### config.mk
export PLATFORM = sky130hd
export DESIGN_NAME = decode_stage
export DESIGN_NICKNAME = d
export VERILOG_FILES = /design/src/rtl/decode_stage.sv
export SDC_FILE = /design/constraint.sdc
export NUM_CORES = 1
export LEC_CHECK = 0
export CORE_ASPECT_RATIO = 0.5
export CORE_MARGIN = 5
export CORE_UTILIZATION = 42
export DETAILED_ROUTE_END_ITERATION = 16
export PLACE_DENSITY = 0.81
export SLEW_MARGIN = 10
export SYNTH_ARGS = -nofsm -noshare
export SYNTH_HDL_FRONTEND = slang
export SYNTH_SLANG_ARGS = --single-unit
### constraint.sdc
create_clock -name clk -period 2.93 [get_ports clk]
set_clock_uncertainty 0.1 [all_clocks]
set_input_delay 0.586 -clock clk [delete_from_list [all_inputs] [get_ports clk]]
set_output_delay 0.586 -clock clk [all_outputs]
set_load 0.05 [all_outputs]
### src/rtl/decode_stage.sv
// Registered RV32I/RV64I decode stage between IFU and EXU: one output entry
// with valid/ready handshake, flush, sticky EBREAK halt and an illegal counter.
module decode_stage #(
  parameter int XLEN  = 64,
  parameter int CNT_W = 16
) (
  input  logic              clk,
  input  logic              rst,
  input  logic              in_valid,
  output logic              in_ready,
  input  logic [31:0]       in_inst,
  input  logic [XLEN-1:0]   in_pc,
  input  logic              flush,
  output logic              out_valid,
  input  logic              out_ready,
  output logic [XLEN-1:0]   out_pc,
  output logic [4:0]        rd,
  output logic [4:0]        rs1,
  output logic [4:0]        rs2,
  output logic [XLEN-1:0]   imm,
  output logic [3:0]        alu_op,
  output logic              alu_word,
  output logic              src_b_imm,
  output logic              src_a_pc,
  output logic              reg_wen,
  output logic              mem_ren,
  output logic              mem_wen,
  output logic [XLEN/8-1:0] wmask,
  output logic [1:0]        ld_size,
  output logic              ld_unsigned,
  output logic [2:0]        br_type,
  output logic              is_branch,
  output logic              is_jal,
  output logic              is_jalr,
  output logic              is_ebreak,
  output logic              illegal,
  output logic              halted,
  output logic [CNT_W-1:0]  illegal_cnt
);

  localparam int  MW      = XLEN / 8;
  localparam bit  IS_RV64 = (XLEN == 64);

  localparam logic [6:0] OPC_LUI      = 7'b0110111;
  localparam logic [6:0] OPC_AUIPC    = 7'b0010111;
  localparam logic [6:0] OPC_JAL      = 7'b1101111;
  localparam logic [6:0] OPC_JALR     = 7'b1100111;
  localparam logic [6:0] OPC_BRANCH   = 7'b1100011;
  localparam logic [6:0] OPC_LOAD     = 7'b0000011;
  localparam logic [6:0] OPC_STORE    = 7'b0100011;
  localparam logic [6:0] OPC_OP_IMM   = 7'b0010011;
  localparam logic [6:0] OPC_OP_IMM32 = 7'b0011011;
  localparam logic [6:0] OPC_OP       = 7'b0110011;
  localparam logic [6:0] OPC_OP32     = 7'b0111011;
  localparam logic [6:0] OPC_SYSTEM   = 7'b1110011;
  localparam logic [31:0] INST_EBREAK = 32'h0010_0073;

  typedef enum logic [3:0] {
    ALU_ADD = 4'd0, ALU_SUB = 4'd1, ALU_SLL = 4'd2, ALU_SLT = 4'd3,
    ALU_SLTU = 4'd4, ALU_XOR = 4'd5, ALU_SRL = 4'd6, ALU_SRA = 4'd7,
    ALU_OR = 4'd8, ALU_AND = 4'd9, ALU_PASSB = 4'd10
  } alu_op_e;

  typedef struct packed {
    logic [4:0]      rd;
    logic [4:0]      rs1;
    logic [4:0]      rs2;
    logic [XLEN-1:0] imm;
    alu_op_e         alu_op;
    logic            alu_word;
    logic            src_b_imm;
    logic            src_a_pc;
    logic            reg_wen;
    logic            mem_ren;
    logic            mem_wen;
    logic [MW-1:0]   wmask;
    logic [1:0]      ld_size;
    logic            ld_unsigned;
    logic [2:0]      br_type;
    logic            is_branch;
    logic            is_jal;
    logic            is_jalr;
    logic            is_ebreak;
    logic            illegal;
  } dec_t;

  // funct3 selects the ALU op for OP/OP-IMM; alt picks SUB or SRA.
  function automatic alu_op_e f3_alu(input logic [2:0] f3, input logic alt);
    case (f3)
      3'd0:    return alt ? ALU_SUB : ALU_ADD;
      3'd1:    return ALU_SLL;
      3'd2:    return ALU_SLT;
      3'd3:    return ALU_SLTU;
      3'd4:    return ALU_XOR;
      3'd5:    return alt ? ALU_SRA : ALU_SRL;
      3'd6:    return ALU_OR;
      default: return ALU_AND;
    endcase
  endfunction

  logic [6:0]      opcode, f7;
  logic [2:0]      f3;
  logic            f7_ok, f6_ok, illegal_c;
  logic [7:0]      mask8;
  logic [XLEN-1:0] imm_i, imm_s, imm_b, imm_u, imm_j;
  dec_t            dec_in, dec_d, dec_q;
  logic [XLEN-1:0] pc_d, pc_q;
  logic            valid_d, valid_q, halted_d, halted_q, accept;
  logic [CNT_W-1:0] cnt_d, cnt_q;

  assign opcode = in_inst[6:0];
  assign f3     = in_inst[14:12];
  assign f7     = in_inst[31:25];
  assign f7_ok  = (f7 == 7'h00) || (f7 == 7'h20);
  assign f6_ok  = (in_inst[31:26] == 6'h00) || (in_inst[31:26] == 6'h10);

  assign imm_i = XLEN'($signed(in_inst[31:20]));
  assign imm_s = XLEN'($signed({in_inst[31:25], in_inst[11:7]}));
  assign imm_b = XLEN'($signed({in_inst[31], in_inst[7], in_inst[30:25], in_inst[11:8], 1'b0}));
  assign imm_u = XLEN'($signed({in_inst[31:12], 12'h000}));
  assign imm_j = XLEN'($signed({in_inst[31], in_inst[19:12], in_inst[20], in_inst[30:21], 1'b0}));

  // NOTE: every signal assigned in always_comb gets a default first so no path leaves it unassigned (no latch).
  always_comb begin
    dec_in    = '0;
    illegal_c = 1'b0;
    mask8     = 8'h00;
    case (opcode)
      OPC_LUI: begin
        dec_in.rd = in_inst[11:7]; dec_in.imm = imm_u; dec_in.alu_op = ALU_PASSB;
        dec_in.src_b_imm = 1'b1; dec_in.reg_wen = 1'b1;
      end
      OPC_AUIPC, OPC_JAL: begin
        dec_in.rd = in_inst[11:7]; dec_in.alu_op = ALU_ADD;
        dec_in.imm = (opcode == OPC_JAL) ? imm_j : imm_u;
        dec_in.src_a_pc = 1'b1; dec_in.src_b_imm = 1'b1; dec_in.reg_wen = 1'b1;
        dec_in.is_jal = (opcode == OPC_JAL);
      end
      OPC_JALR: begin
        dec_in.rd = in_inst[11:7]; dec_in.rs1 = in_inst[19:15]; dec_in.imm = imm_i;
        dec_in.alu_op = ALU_ADD; dec_in.src_b_imm = 1'b1; dec_in.reg_wen = 1'b1;
        dec_in.is_jalr = 1'b1;
        illegal_c = (f3 != 3'd0);
      end
      OPC_BRANCH: begin
        dec_in.rs1 = in_inst[19:15]; dec_in.rs2 = in_inst[24:20]; dec_in.imm = imm_b;
        dec_in.alu_op = ALU_SUB; dec_in.br_type = f3; dec_in.is_branch = 1'b1;
        illegal_c = (f3 == 3'd2) || (f3 == 3'd3);
      end
      OPC_LOAD: begin
        dec_in.rd = in_inst[11:7]; dec_in.rs1 = in_inst[19:15]; dec_in.imm = imm_i;
        dec_in.alu_op = ALU_ADD; dec_in.src_b_imm = 1'b1;
        dec_in.mem_ren = 1'b1; dec_in.reg_wen = 1'b1;
        dec_in.ld_size = f3[1:0]; dec_in.ld_unsigned = f3[2];
        illegal_c = (f3 == 3'd7) || (!IS_RV64 && (f3 == 3'd3 || f3 == 3'd6));
      end
      OPC_STORE: begin
        dec_in.rs1 = in_inst[19:15]; dec_in.rs2 = in_inst[24:20]; dec_in.imm = imm_s;
        dec_in.alu_op = ALU_ADD; dec_in.src_b_imm = 1'b1; dec_in.mem_wen = 1'b1;
        case (f3)
          3'd0:    mask8 = 8'h01;
          3'd1:    mask8 = 8'h03;
          3'd2:    mask8 = 8'h0F;
          3'd3:    begin mask8 = 8'hFF; illegal_c = !IS_RV64; end
          default: illegal_c = 1'b1;
        endcase
        dec_in.wmask = mask8[MW-1:0];
      end
      OPC_OP_IMM, OPC_OP_IMM32: begin
        dec_in.rd = in_inst[11:7]; dec_in.rs1 = in_inst[19:15]; dec_in.imm = imm_i;
        dec_in.alu_op = f3_alu(f3, (f3 == 3'd5) && in_inst[30]);
        dec_in.src_b_imm = 1'b1; dec_in.reg_wen = 1'b1;
        dec_in.alu_word = (opcode == OPC_OP_IMM32);
        if (opcode == OPC_OP_IMM32)
          illegal_c = !IS_RV64 || !((f3 == 3'd0) || (f3 == 3'd1 && f7 == 7'h00) ||
                                    (f3 == 3'd5 && f7_ok));
        else if (f3 == 3'd1)
          illegal_c = IS_RV64 ? (in_inst[31:26] != 6'h00) : (f7 != 7'h00);
        else if (f3 == 3'd5)
          illegal_c = IS_RV64 ? !f6_ok : !f7_ok;
      end
      OPC_OP, OPC_OP32: begin
        dec_in.rd = in_inst[11:7]; dec_in.rs1 = in_inst[19:15]; dec_in.rs2 = in_inst[24:20];
        dec_in.alu_op = f3_alu(f3, in_inst[30]); dec_in.reg_wen = 1'b1;
        dec_in.alu_word = (opcode == OPC_OP32);
        if (opcode == OPC_OP32)
          illegal_c = !IS_RV64 || !(((f3 == 3'd0 || f3 == 3'd5) && f7_ok) ||
                                    (f3 == 3'd1 && f7 == 7'h00));
        else
          illegal_c = !((f7 == 7'h00) || (f7 == 7'h20 && (f3 == 3'd0 || f3 == 3'd5)));
      end
      OPC_SYSTEM: begin
        if (in_inst == INST_EBREAK) dec_in.is_ebreak = 1'b1;
        else                        illegal_c = 1'b1;
      end
      default: illegal_c = 1'b1;
    endcase
    if (illegal_c) begin
      dec_in         = '0;
      dec_in.illegal = 1'b1;
    end
  end

  assign in_ready = !halted_q && (!valid_q || out_ready);
  assign accept   = in_valid && in_ready && !flush;

  always_comb begin
    dec_d    = accept ? dec_in : dec_q;
    pc_d     = accept ? in_pc  : pc_q;
    halted_d = halted_q || (accept && dec_in.is_ebreak);
    cnt_d    = cnt_q;
    if (accept && dec_in.illegal && (cnt_q != '1)) cnt_d = cnt_q + 1'b1;
    valid_d  = valid_q;
    if (flush)          valid_d = 1'b0;
    else if (accept)    valid_d = 1'b1;
    else if (out_ready) valid_d = 1'b0;
  end

  // NOTE: state registers use non-blocking assignments so every flop samples pre-edge values.
  always_ff @(posedge clk) begin
    if (rst) begin
      dec_q    <= '0;
      pc_q     <= '0;
      valid_q  <= 1'b0;
      halted_q <= 1'b0;
      cnt_q    <= '0;
    end else begin
      dec_q    <= dec_d;
      pc_q     <= pc_d;
      valid_q  <= valid_d;
      halted_q <= halted_d;
      cnt_q    <= cnt_d;
    end
  end

  assign out_valid   = valid_q;
  assign out_pc      = pc_q;
  assign rd          = dec_q.rd;
  assign rs1         = dec_q.rs1;
  assign rs2         = dec_q.rs2;
  assign imm         = dec_q.imm;
  assign alu_op      = dec_q.alu_op;
  assign alu_word    = dec_q.alu_word;
  assign src_b_imm   = dec_q.src_b_imm;
  assign src_a_pc    = dec_q.src_a_pc;
  assign reg_wen     = dec_q.reg_wen;
  assign mem_ren     = dec_q.mem_ren;
  assign mem_wen     = dec_q.mem_wen;
  assign wmask       = dec_q.wmask;
  assign ld_size     = dec_q.ld_size;
  assign ld_unsigned = dec_q.ld_unsigned;
  assign br_type     = dec_q.br_type;
  assign is_branch   = dec_q.is_branch;
  assign is_jal      = dec_q.is_jal;
  assign is_jalr     = dec_q.is_jalr;
  assign is_ebreak   = dec_q.is_ebreak;
  assign illegal     = dec_q.illegal;
  assign halted      = halted_q;
  assign illegal_cnt = cnt_q;

endmodule

==> tab_implementation.tex <==
\begin{tabular}{lr}
\hline
Metric & Value \\
\hline
\multicolumn{2}{l}{\textbf{Timing}} \\
Setup repair after global routing missed its margin & no \\
Maximum clock frequency & 0.373 GHz \\
Setup TNS after final layout & 0 ps \\
Part of the cycle the worst path needs & 0.916 \\
Worst slew slack as a fraction of its limit & 0.601 \\
Final Hold Slack & 327 ps \\
Hold Fails Final Rpt & 0 \\
Finish-stage setup viols & 0 \\
Slew of the pin with the lowest slew margin & 599 ps \\
Min Clock Period, post-route & 2680 ps \\
Fin worst setup slack & 247 ps \\
Number of pins exceeding their max-slew limit in the final report & 0 \\
\multicolumn{2}{l}{\textbf{Detailed routing}} \\
Avg Vias per Cell & 5.17 \\
Total wirelength of the detailed-routed design & 21.4 mm \\
Routed wire per std cell & 16.7 microns \\
Number of DRC markers after the initial detailed-route iteration & 413 \\
Final routed DRC violation total & 0 \\
Detailed-route via count & 6607 \\
Number of optimization iterations in the first detailed-route pass & 6 \\
Number of nets with antenna violations after detailed routing & 0 \\
\multicolumn{2}{l}{\textbf{Setup path}} \\
Critical path start-end classification & in2reg \\
Kind of capture point of the worst setup path & flip-flop \\
Critical Path RT & 3180 ps \\
Arrival @ worst endpoint & 2930 ps \\
Startpoint Class & input pin \\
Top fanout value on the critical path & 8 \\
\multicolumn{2}{l}{\textbf{Floorplanning}} \\
Area inside the core boundary & 0.0147 sq mm \\
Die area & 0.0180 sq mm \\
Die Y & 97.4 microns \\
Placement row count & 31 \\
Number of top-level pins & 292 \\
Starting density of the core & 0.436 \\
Die span in x & 185 microns \\
\multicolumn{2}{l}{\textbf{Yosys}} \\
Net count after synthesis & 877 \\
Synth Warn \# & 0 \\
Number of synthesized flops with an enable pin & 0 \\
Register area share after synthesis & 0.481 \\
Synth cell types & 65 \\
Average cell area after synthesis & 8.28 sq um \\
Commonest cells in the netlist & 191 x nand2\_1, 154 x dfxtp\_1, 104 x a21oi\_1, 37 x buf\_4, 34 x nor2\_1 \\
Post-Syn Instances & 775 \\
Top cell type by total area after synthesis & dfxtp\_1 \\
Synthesized area & 0.00641 sq mm \\
Share of the synthesized area in the top cell type & 0.481 \\
Dominant register cell in the synthesized netlist & dfxtp\_1 \\
Cell with the most instances after synthesis & nand2\_1 \\
Register bit count reported by yosys & 154 \\
Synth area leaders & dfxtp\_1 48\%, nand2\_1 11\%, a21oi\_1 8.1\%, buf\_4 4.3\%, a22o\_1 3.4\% \\
Synth async-reset ratio & 0 \\
\multicolumn{2}{l}{\textbf{Hold path}} \\
Worst hold path type & in2reg \\
\multicolumn{2}{l}{\textbf{CTS}} \\
TritonCTS clock tree & yes \\
Number of instances resized during post-cts repair & 0 \\
CTS Buf Count & 17 \\
Total number of H-tree levels & 4 \\
Root cell of the clock tree & clkbuf\_16 \\
Post-CTS Hold Buffers & 0 \\
Source-to-sink clock delay at the later pin of the worst-skew pair & 420 ps \\
Clock tree sinks & 154 \\
Clock slew at reported path FFs & 60 ps \\
Clock Tree Buf Depth & 2 \\
\# Post-CTS Setup Buffers & 0 \\
\multicolumn{2}{l}{\textbf{Layout}} \\
Share of the core filled with cells in the final layout & 0.702 \\
Fraction of final layout cells sized beyond drive strength 1 & 0.115 \\
Final net count & 1169 \\
Area Overhead vs Synth & 61.0\% \\
Sequential cell area in the final layout & 0.00308 sq mm \\
Fillcell total & 1103 \\
Multi-input gate area in the final layout & 0.00285 sq mm \\
\multicolumn{2}{l}{\textbf{GRT}} \\
Antenna violations before repair & 1 \\
Grt total ovfl & 0 \\
Largest net degree at the start of global routing & 60 \\
GRT Overall Usage & 0.228 \\
Global-route wire length before repair & 33.5 mm \\
Vias in the first global route & 6470 \\
\multicolumn{2}{l}{\textbf{Flow run}} \\
Total of max-cap violations & 0 \\
\multicolumn{2}{l}{\textbf{Placed design}} \\
Total of buffers placed on input and output ports & 291 \\
Post-Place Setup Slack & -150 ps \\
Final weighted congestion in routability-driven placement & 0.921 \\
DP HPWL & 16.0 mm \\
\multicolumn{2}{l}{\textbf{Outcome}} \\
Status & complete, no violations \\
\multicolumn{2}{l}{\textbf{Power}} \\
Areal power density over the cells & 515 mW/mm\^{}2 \\
Worst IR Drop VDD & 452 uV \\
Static Leak & 0.00372 uW \\
Total design power & 5320 uW \\
\hline
\end{tabular}
## flip-flops by register name, indices dropped and copies added, names as in the netlist, 2 cells and up
name	cells
alu_op	4
imm	32
rs1	5
wmask	4
ld_size	2
rs2	5
rd	5
br_type	3
illegal_cnt	16
out_pc	64
## cells by family (layout without fill, tap and decap cells)
| kind of cell | Yosys count | count (layout) | share of synthesized area |
|---|---|---|---|
| and+or+nand+nor | 308 | 308 | 0.220 |
| AOI/OAI and AO/OA | 219 | 219 | 0.213 |
| DFF | 154 | 154 | 0.481 |
| buffers and inverters | 89 | 393 | 0.0782 |
| muxes | 3 | 3 | 0.00507 |
| adders and majority gates | 1 | 1 | 0.00195 |
| xor gates and xnor gates | 1 | 1 | 0.00137 |
| other | 0 | 1 | 0 |
## critical path: stages
cell and delay [ps]:
clkdlybuf4s50_1 550, nor2_4 230, nor4b_2 280, nand3_1 200
o2111ai_4 120, o21ai_2 130, buf_4 170, or4_1 510
a21oi_1 150
## path summary, 6_finish.rpt
| check | startpoint | end | slack [ps] | depth (start not counted) |
|---|---|---|---|---|
| max reg2reg | illegal_cnt[3] | illegal_cnt[9] | 580 | 7 |
| min reg2reg | is_ebreak | is_ebreak | 350 | 2 |
| max | in_inst[2] | illegal_cnt[6] | 250 | 9 |
| min | rst | illegal_cnt[6] | 330 | 2 |
## layer usage
metal,part of all wire,GRT usage
met5,0,0
met4,0.019,0.0733
met3,0.093,0.0688
met2,0.51,0.416
met1,0.38,0.254
## cell usage in the layout (no fill, tap or decap), types with 4 or more instances in the layout
cell and instances:
o21ai_1 23, a21oi_1 104, or3_1 7, nor2_1 33, nand3_1 13, a32oi_1 5
nor4_1 6, o21ai_0 29, nand4_1 6, bufinv_16 5, dfxtp_1 154, nor2_4 4
a22oi_1 7, nand2b_1 7, buf_4 64, buf_12 5, and2_1 4, clkbuf_16 17
nand2_1 191, nor2b_1 4, clkdlybuf4s50_1 289, nor3_1 6, a22o_1 25
## stage by stage
stage,area (sq um),cells
after floorplan,6410,775
after global placement,9670,1246
after detailed placement,9670,1246
after CTS,10300,1277
after global routing,10300,1278
final,10300,1278
## area by class of cell
cell class | instances | area share
sequential | 154 | 0.299
antenna | 1 | 0.000242
clock buffer | 18 | 0.0425
inverter | 3 | 0.00109
multi-input combinational | 532 | 0.276
timing repair buffer | 359 | 0.337
tap | 198 | 0.0240
clock inverter | 13 | 0.0208
## power breakdown
group,switching (uW),total [uW],internal (uW)
logic,408,708,300
registers,23.5,2160,2140
clock network,905,2450,1540
Note: power is estimated with default switching activity, not from simulation.
